### src/rtl/quiz_pkg.sv
// Shared types and helpers for the quiz round controller.
// Slice helpers take wide zero-extended buses so any pad width fits.
package quiz_pkg;

    typedef enum logic [2:0] {
        S_IDLE,
        S_WAIT_REL,
        S_ARMED,
        S_LOCKOUT,
        S_DONE
    } state_t;

    localparam int LOCK_CNT_W = 8;
    localparam int MAX_ANS_W  = 32;
    localparam int MAX_BUS_W  = 256;

    function automatic logic is_onehot(input logic [MAX_ANS_W-1:0] v);
        return $onehot(v);
    endfunction

    function automatic logic [MAX_ANS_W-1:0] pad_slice(
        input logic [MAX_BUS_W-1:0] bus,
        input int                   p,
        input int                   w
    );
        logic [MAX_BUS_W-1:0] sh;
        logic [MAX_ANS_W-1:0] r;
        sh = bus >> (p * w);
        r  = '0;
        for (int i = 0; i < MAX_ANS_W; i++) begin
            if (i < w) r[i] = sh[i];
        end
        return r;
    endfunction

endpackage

### src/rtl/score_sat.sv
// One per-player saturating score counter.
module score_sat #(
    parameter int W = 4
) (
    input  logic         clk,
    input  logic         rst,
    input  logic         clr,
    input  logic         inc,
    output logic [W-1:0] score
);

    always_ff @(posedge clk or posedge rst) begin
        if (rst) begin
            score <= '0;
        end else if (clr) begin
            score <= '0;
        end else if (inc && score != '1) begin
            score <= score + 1'b1;
        end
    end

endmodule

### src/rtl/quiz_round_ctrl.sv
// Round controller: arbitrates answer pads, scores, lockout and question step.
// All outputs are registered; scores live in the score_sat instances.
module quiz_round_ctrl
    import quiz_pkg::*;
#(
    parameter int NUM_PLAYERS = 2,
    parameter int NUM_Q       = 9,
    parameter int ANS_W       = 9,
    parameter int SCORE_W     = 4,
    parameter int LOCK_CYCLES = 8,
    parameter int QI_W        = $clog2(NUM_Q),
    parameter int WIN_W       = (NUM_PLAYERS > 1) ? $clog2(NUM_PLAYERS) : 1
) (
    input  logic                           clk,
    input  logic                           rst,
    input  logic                           start,
    input  logic                           bank_sel,
    input  logic [NUM_PLAYERS*ANS_W-1:0]   pad_in,
    input  logic [ANS_W-1:0]               key,
    output logic                           bank_q,
    output logic [QI_W-1:0]                q_idx,
    output logic [NUM_PLAYERS*SCORE_W-1:0] scores,
    output logic [WIN_W-1:0]               winner,
    output logic                           point_pulse,
    output logic                           skip_pulse,
    output logic [NUM_PLAYERS-1:0]         locked,
    output logic                           round_done,
    output logic                           busy
);

    localparam logic [LOCK_CNT_W-1:0] LOCK_LOAD = LOCK_CNT_W'(LOCK_CYCLES - 1);

    state_t                  state;
    logic [LOCK_CNT_W-1:0]   lock_cnt;
    logic [NUM_PLAYERS-1:0]  hit;
    logic [NUM_PLAYERS-1:0]  miss;
    logic [WIN_W-1:0]        win_idx;
    logic [ANS_W-1:0]        slice;
    logic                    start_ok;
    logic                    armed;

    assign start_ok = start && (state == S_IDLE || state == S_DONE);
    assign armed    = (state == S_ARMED);

    // Walk high to low so the lowest-index correct player ends up in win_idx.
    always_comb begin
        hit     = '0;
        miss    = '0;
        win_idx = '0;
        slice   = '0;
        for (int p = NUM_PLAYERS - 1; p >= 0; p--) begin
            slice = ANS_W'(pad_slice(MAX_BUS_W'(pad_in), p, ANS_W));
            if (!locked[p] && is_onehot(MAX_ANS_W'(slice))) begin
                hit[p]  = (slice == key);
                miss[p] = (slice != key);
                if (slice == key) win_idx = WIN_W'(p);
            end
        end
    end

    for (genvar p = 0; p < NUM_PLAYERS; p++) begin : g_score
        score_sat #(
            .W(SCORE_W)
        ) u_score (
            .clk  (clk),
            .rst  (rst),
            .clr  (start_ok),
            .inc  (armed && hit[p] && win_idx == WIN_W'(p)),
            .score(scores[p*SCORE_W +: SCORE_W])
        );
    end

    always_ff @(posedge clk or posedge rst) begin
        if (rst) begin
            state       <= S_IDLE;
            lock_cnt    <= '0;
            bank_q      <= 1'b0;
            q_idx       <= '0;
            winner      <= '0;
            point_pulse <= 1'b0;
            skip_pulse  <= 1'b0;
            locked      <= '0;
            round_done  <= 1'b0;
            busy        <= 1'b0;
        end else begin
            point_pulse <= 1'b0;
            skip_pulse  <= 1'b0;
            unique case (state)
                S_IDLE, S_DONE: begin
                    if (start) begin
                        q_idx      <= '0;
                        locked     <= '0;
                        bank_q     <= bank_sel;
                        round_done <= 1'b0;
                        busy       <= 1'b1;
                        state      <= S_WAIT_REL;
                    end
                end
                S_WAIT_REL: begin
                    if (pad_in == '0) state <= S_ARMED;
                end
                S_ARMED: begin
                    if (|hit) begin
                        winner      <= win_idx;
                        point_pulse <= 1'b1;
                        lock_cnt    <= LOCK_LOAD;
                        state       <= S_LOCKOUT;
                    end else if (|miss) begin
                        locked <= locked | miss;
                        if (&(locked | miss)) begin
                            skip_pulse <= 1'b1;
                            lock_cnt   <= LOCK_LOAD;
                            state      <= S_LOCKOUT;
                        end
                    end
                end
                S_LOCKOUT: begin
                    if (lock_cnt != '0) begin
                        lock_cnt <= lock_cnt - 1'b1;
                    end else if (q_idx == QI_W'(NUM_Q - 1)) begin
                        round_done <= 1'b1;
                        busy       <= 1'b0;
                        state      <= S_DONE;
                    end else begin
                        q_idx  <= q_idx + 1'b1;
                        locked <= '0;
                        state  <= S_WAIT_REL;
                    end
                end
                default: state <= S_IDLE;
            endcase
        end
    end

endmodule

### config.mk
export PLATFORM = sky130hd
export DESIGN_NAME = quiz_round_ctrl
export DESIGN_NICKNAME = d
export VERILOG_FILES = /design/src/rtl/quiz_pkg.sv /design/src/rtl/score_sat.sv /design/src/rtl/quiz_round_ctrl.sv
export SDC_FILE = /design/constraint.sdc
export NUM_CORES = 1
export LEC_CHECK = 0
export ABC_AREA = 1
export CORE_MARGIN = 1
export CORE_UTILIZATION = 54
export CTS_BUF_LIST = sky130_fd_sc_hd__clkbuf_8
export DETAILED_ROUTE_END_ITERATION = 6
export PLACE_DENSITY = 0.83
export SYNTH_ARGS = -nofsm -noshare
export SYNTH_HDL_FRONTEND = slang
export SYNTH_HIERARCHICAL = 1
export SYNTH_SLANG_ARGS = --single-unit
### constraint.sdc
create_clock -name clk -period 1.8 [get_ports clk]
set_input_delay 0.45 -clock clk [delete_from_list [all_inputs] [get_ports clk]]
set_output_delay 0.45 -clock clk [all_outputs]
set_load 0.01 [all_outputs]
==> impl_metrics.xml <==
<?xml version="1.0" encoding="UTF-8"?>
<metrics>
  <group name="place">
    <metric name="hpwl_after_detailed_placement" unit="mm">5.23</metric>
    <metric name="placement.io_buffers" unit="">50</metric>
    <metric name="placer_s_final_routability_congestion_estimate" unit="">0.907</metric>
  </group>
  <group name="die">
    <metric name="starting_density" unit="">0.565</metric>
    <metric name="design.portCount" unit="">51</metric>
    <metric name="dieWidth" unit="um">72.3</metric>
    <metric name="core-area" unit="sq um">4720</metric>
    <metric name="chipHeight" unit="um">72.3</metric>
    <metric name="rows" unit="">25</metric>
    <metric name="fp.dieArea" unit="sq um">5220</metric>
  </group>
  <group name="logic_synthesis">
    <metric name="syn_area" unit="sq um">2670</metric>
    <metric name="ys_seq_area_frac" unit="">0.291</metric>
    <metric name="synthArstFlopShare" unit="">1.00</metric>
    <metric name="largest_family_of_logic_cells_by_synthesized_area" unit="">simple AND/OR/NAND/NOR gates</metric>
    <metric name="synth-compound-area-share" unit="">0.0699</metric>
    <metric name="synth_enable_flop_cells" unit="">0</metric>
    <metric name="synthesis.instances" unit="">370</metric>
    <metric name="post_synth_and_or_nand_nor_area_fraction" unit="">0.379</metric>
    <metric name="synth_ff_type" unit="">dfrtp_1</metric>
    <metric name="synth.ff_latch_count" unit="">31</metric>
    <metric name="synthDistinctLibCells" unit="">35</metric>
    <metric name="synth_warnings" unit="">6</metric>
    <metric name="synth.avg_cell_area" unit="sq um">7.21</metric>
    <metric name="xor_and_xnor_fraction_of_the_mapped_netlist_area" unit="">0.0296</metric>
    <metric name="synthesis.nets" unit="">422</metric>
    <metric name="portion_of_netlist_area_occupied_by_mux_cells" unit="">0</metric>
    <metric name="adder_and_majority_cell_fraction_of_the_synthesized_area" unit="">0.127</metric>
  </group>
  <group name="detailed_routing">
    <metric name="viasPerCell" unit="">5.23</metric>
    <metric name="finalWirelength" unit="mm">7.03</metric>
    <metric name="first_iter_violations" unit="">162</metric>
    <metric name="remaining_antenna_violation_count_after_routing" unit="">0</metric>
    <metric name="routed_wire_length_per_instance" unit="um">13.2</metric>
    <metric name="first_pass_iters" unit="">5</metric>
    <metric name="drt_drc_violations_left" unit="">0</metric>
    <metric name="dr_total_vias" unit="">2787</metric>
  </group>
  <group name="clock_network">
    <metric name="htree_levels" unit="">2</metric>
    <metric name="path_clk_slew" unit="ps">60</metric>
    <metric name="cts_bufs_inserted" unit="">5</metric>
    <metric name="cts.sinks" unit="">31</metric>
    <metric name="cts_hold_buffers" unit="">0</metric>
    <metric name="cts_tree" unit="">done</metric>
    <metric name="clock_latency" unit="ps">280</metric>
    <metric name="clk_path_buf_depth" unit="">2</metric>
    <metric name="cts-root-buf" unit="">clkbuf_8</metric>
  </group>
  <group name="cells_and_area">
    <metric name="final_layout_size_suffix_gt1_frac" unit="">0.290</metric>
    <metric name="final_core_occ" unit="">0.796</metric>
    <metric name="finalNetCount" unit="">517</metric>
    <metric name="area_growth" unit="%">41.1</metric>
    <metric name="fillers" unit="">345</metric>
    <metric name="ant_diodes" unit="">0</metric>
  </group>
  <group name="global_routing">
    <metric name="global_route_wire_length_before_repair" unit="mm">11.1</metric>
    <metric name="globalRoute.totalOverflow" unit="">0</metric>
    <metric name="track_usage" unit="">0.276</metric>
    <metric name="grt_max_degree" unit="">24</metric>
    <metric name="grt_antenna_before_repair" unit="">0</metric>
    <metric name="grt_pass1_vias" unit="">2607</metric>
  </group>
  <group name="setup_path">
    <metric name="crit-reg2reg-capture" unit="">lock_cnt[1]</metric>
    <metric name="regToRegStartpoint" unit="">state[2]</metric>
    <metric name="crit_end_element" unit="">flip-flop</metric>
    <metric name="worst-r2r-setup-slack" unit="ps">20</metric>
    <metric name="timing.critical_path.arrival" unit="ps">4040</metric>
    <metric name="reg2regPathDepth" unit="">8</metric>
    <metric name="crit_required" unit="ps">2020</metric>
    <metric name="maximum_net_fanout_on_the_critical_path" unit="">8</metric>
    <metric name="crit_path_max_incr_delay" unit="ps">530</metric>
    <metric name="crit_path_launch_type" unit="">primary input</metric>
    <metric name="path_common_cell" unit="">fa_1</metric>
    <metric name="worst-setup-path-type" unit="">in2reg</metric>
    <metric name="crit_path_top_delay_cell" unit="">fa_1</metric>
    <metric name="critical_path_cell_by_cell" unit="">buf_8 -&gt; inv_4 -&gt; fa_1 -&gt; fa_1 -&gt; fa_1 -&gt; inv_2 -&gt; fa_2 -&gt; inv_2 -&gt; fa_1 -&gt; nand2_1 -&gt; nor2_1 -&gt; o21ai_1 -&gt; nor2_2 -&gt; nand3_2 -&gt; nand2_4 -&gt; nor2_4 -&gt; nand2_4 -&gt; nand3_4 -&gt; nand2_2 -&gt; nand2_2</metric>
  </group>
  <group name="power">
    <metric name="vdd_ir_drop_max" unit="mV">0.535</metric>
    <metric name="p_comb_frac" unit="">0.622</metric>
    <metric name="switching_part_of_the_total_power" unit="">0.475</metric>
    <metric name="p_int" unit="mW">2.19</metric>
    <metric name="p_clk_frac" unit="">0.120</metric>
    <metric name="powerDensity" unit="nW/um^2">1110</metric>
    <metric name="power_switching" unit="mW">1.99</metric>
    <metric name="p_seq_frac" unit="">0.258</metric>
    <metric name="leakagePower" unit="nW">1.96</metric>
  </group>
  <group name="sta">
    <metric name="unrepaired_setup_endpoints_after_global_routing" unit="">true</metric>
    <metric name="timing.hold.ws" unit="ps">422</metric>
    <metric name="post-route-min-period" unit="ps">3820</metric>
    <metric name="report.final.setup_viol" unit="">24</metric>
    <metric name="worst-slew-pin-transition" unit="ps">326</metric>
    <metric name="slew_headroom" unit="">0.783</metric>
    <metric name="achievable-frequency" unit="GHz">0.262</metric>
    <metric name="slew_violations" unit="">0</metric>
    <metric name="period_share" unit="">2.12</metric>
    <metric name="hold_viol_final" unit="">0</metric>
    <metric name="finClkSkew" unit="ps">5.03</metric>
    <metric name="layout_setup_ws" unit="ps">-2020</metric>
  </group>
  <group name="run">
    <metric name="maxCapViolCount" unit="">0</metric>
  </group>
  <group name="status">
    <metric name="status" unit="">finished with violations</metric>
    <metric name="failed_checks" unit="">setup timing</metric>
  </group>
  <group name="worst_hold_path">
    <metric name="worst_hold_path_type" unit="">in2async</metric>
  </group>
</metrics>
[area by class of cell]
class                      instances  area [sq um]  area share
timing repair buffer              88           791       0.210
tap                               67          83.8      0.0223
clock inverter                     3          12.5     0.00333
multi-input combinational        266          1730       0.460
clock buffer                       5          68.8      0.0183
sequential                        31           778       0.207
inverter                          73           295      0.0785
[sequential cells by signal, summed over array words and instances (netlist names)]
| name | flops |
|---|---|
| point_pulse | 1 |
| locked | 2 |
| round_done | 1 |
| winner | 1 |
| skip_pulse | 1 |
| lock_cnt | 8 |
| state | 3 |
| bank_q | 1 |
| busy | 1 |
| q_idx | 4 |
| g_score.u_score/score | 8 |
[critical path, delay by kind of cell]
| family | cells | cell delay [ps] |
|---|---|---|
| fa+ha+maj | 5 | 2290 |
| simple gates | 10 | 1010 |
| buf+inv | 4 | 220 |
| compound gates | 1 | 90 |
[synthesized netlist by cell type (all sizes together) (4+ instances only)]
cell / count / share of area
nor2: 32 / 0.060
nor3: 4 / 0.0075
a21oi: 11 / 0.028
nand2: 125 / 0.20
nand4: 10 / 0.023
dfrtp: 31 / 0.29
fa: 10 / 0.075
xnor2: 5 / 0.016
o21ai: 12 / 0.024
inv: 72 / 0.10
nand3: 33 / 0.074
xor2: 4 / 0.013
ha: 11 / 0.052
[per-stage QoR]
stage	cell area [sq um]	setup WS (ps)	setup TNS, ps	instances	power, mW
6_report	3760	-2020	-46530	533	4.18
5_1_grt	3760	-2130	-49530	533	4.48
4_1_cts	3660	-2100	-48240	531	3.98
3_5_place_dp	3540	-2860	-66190	519	3.38
3_3_place_gp	3540	-2710	-62190	519	3.26
2_1_floorplan	2720	-1920	-44930	370	2.63
[power by group through the flow]
| stage | combinational [mW] | clock [mW] | sequential [mW] |
|---|---|---|---|
| after CTS | 2.40 | 0.512 | 1.07 |
| after global routing | 2.84 | 0.542 | 1.10 |
| after floorplan | 1.56 | 0 | 1.07 |
| after detailed placement | 2.30 | 0 | 1.07 |
| final | 2.60 | 0.500 | 1.08 |
| after global placement | 2.19 | 0 | 1.07 |
[how the worst max path moves through the flow]
stage	start	end	depth (start not counted)
after floorplan	pad_in[3]	g_score[1].u_score/score[2]	20
after global placement	pad_in[3]	g_score[1].u_score/score[2]	22
after detailed placement	pad_in[3]	g_score[1].u_score/score[0]	22
after CTS	pad_in[3]	lock_cnt[1]	21
after global routing	pad_in[0]	lock_cnt[7]	20
final	pad_in[0]	lock_cnt[1]	20
[kinds of logic after synthesis]
family	Yosys count
adders and majority gates	21
and+or+nand+nor	207
xor gates and xnor gates	9
DFF	31
buffers and inverters	73
AOI/OAI and AO/OA	29
[placed cells by master (no fill, tap or decap), drive strengths merged]
cell type,instances
dfrtp,31
nand3,33
nor2,32
nand2b,1
a21oi,11
xnor2,5
nor3,4
inv,74
fa,10
clkdlybuf4s50,44
buf,44
xor2,4
o21bai,1
a21boi,1
a21o,1
o21ai,12
nand4,10
nand2,125
clkinv,2
nor3b,1
o31ai,1
or2,1
a31oi,1
o21a,1
ha,11
clkbuf,5
[metal layers]
layer  share of wire  vias up  GRT usage
met5               0        -          0
met4           0.021        0     0.0959
met3           0.043       17     0.0389
met2            0.54       97      0.516
met1            0.39     1330      0.321
li1                -     1343          -
[timing repair]
item | 4_1_cts | 5_1_grt
pin swaps | 31 | 31
endpoints found under the setup margin | 24 | 25
buffers inserted | 4 | 3
resized for setup | 43 | 28
(Power assumes the default switching activity.)
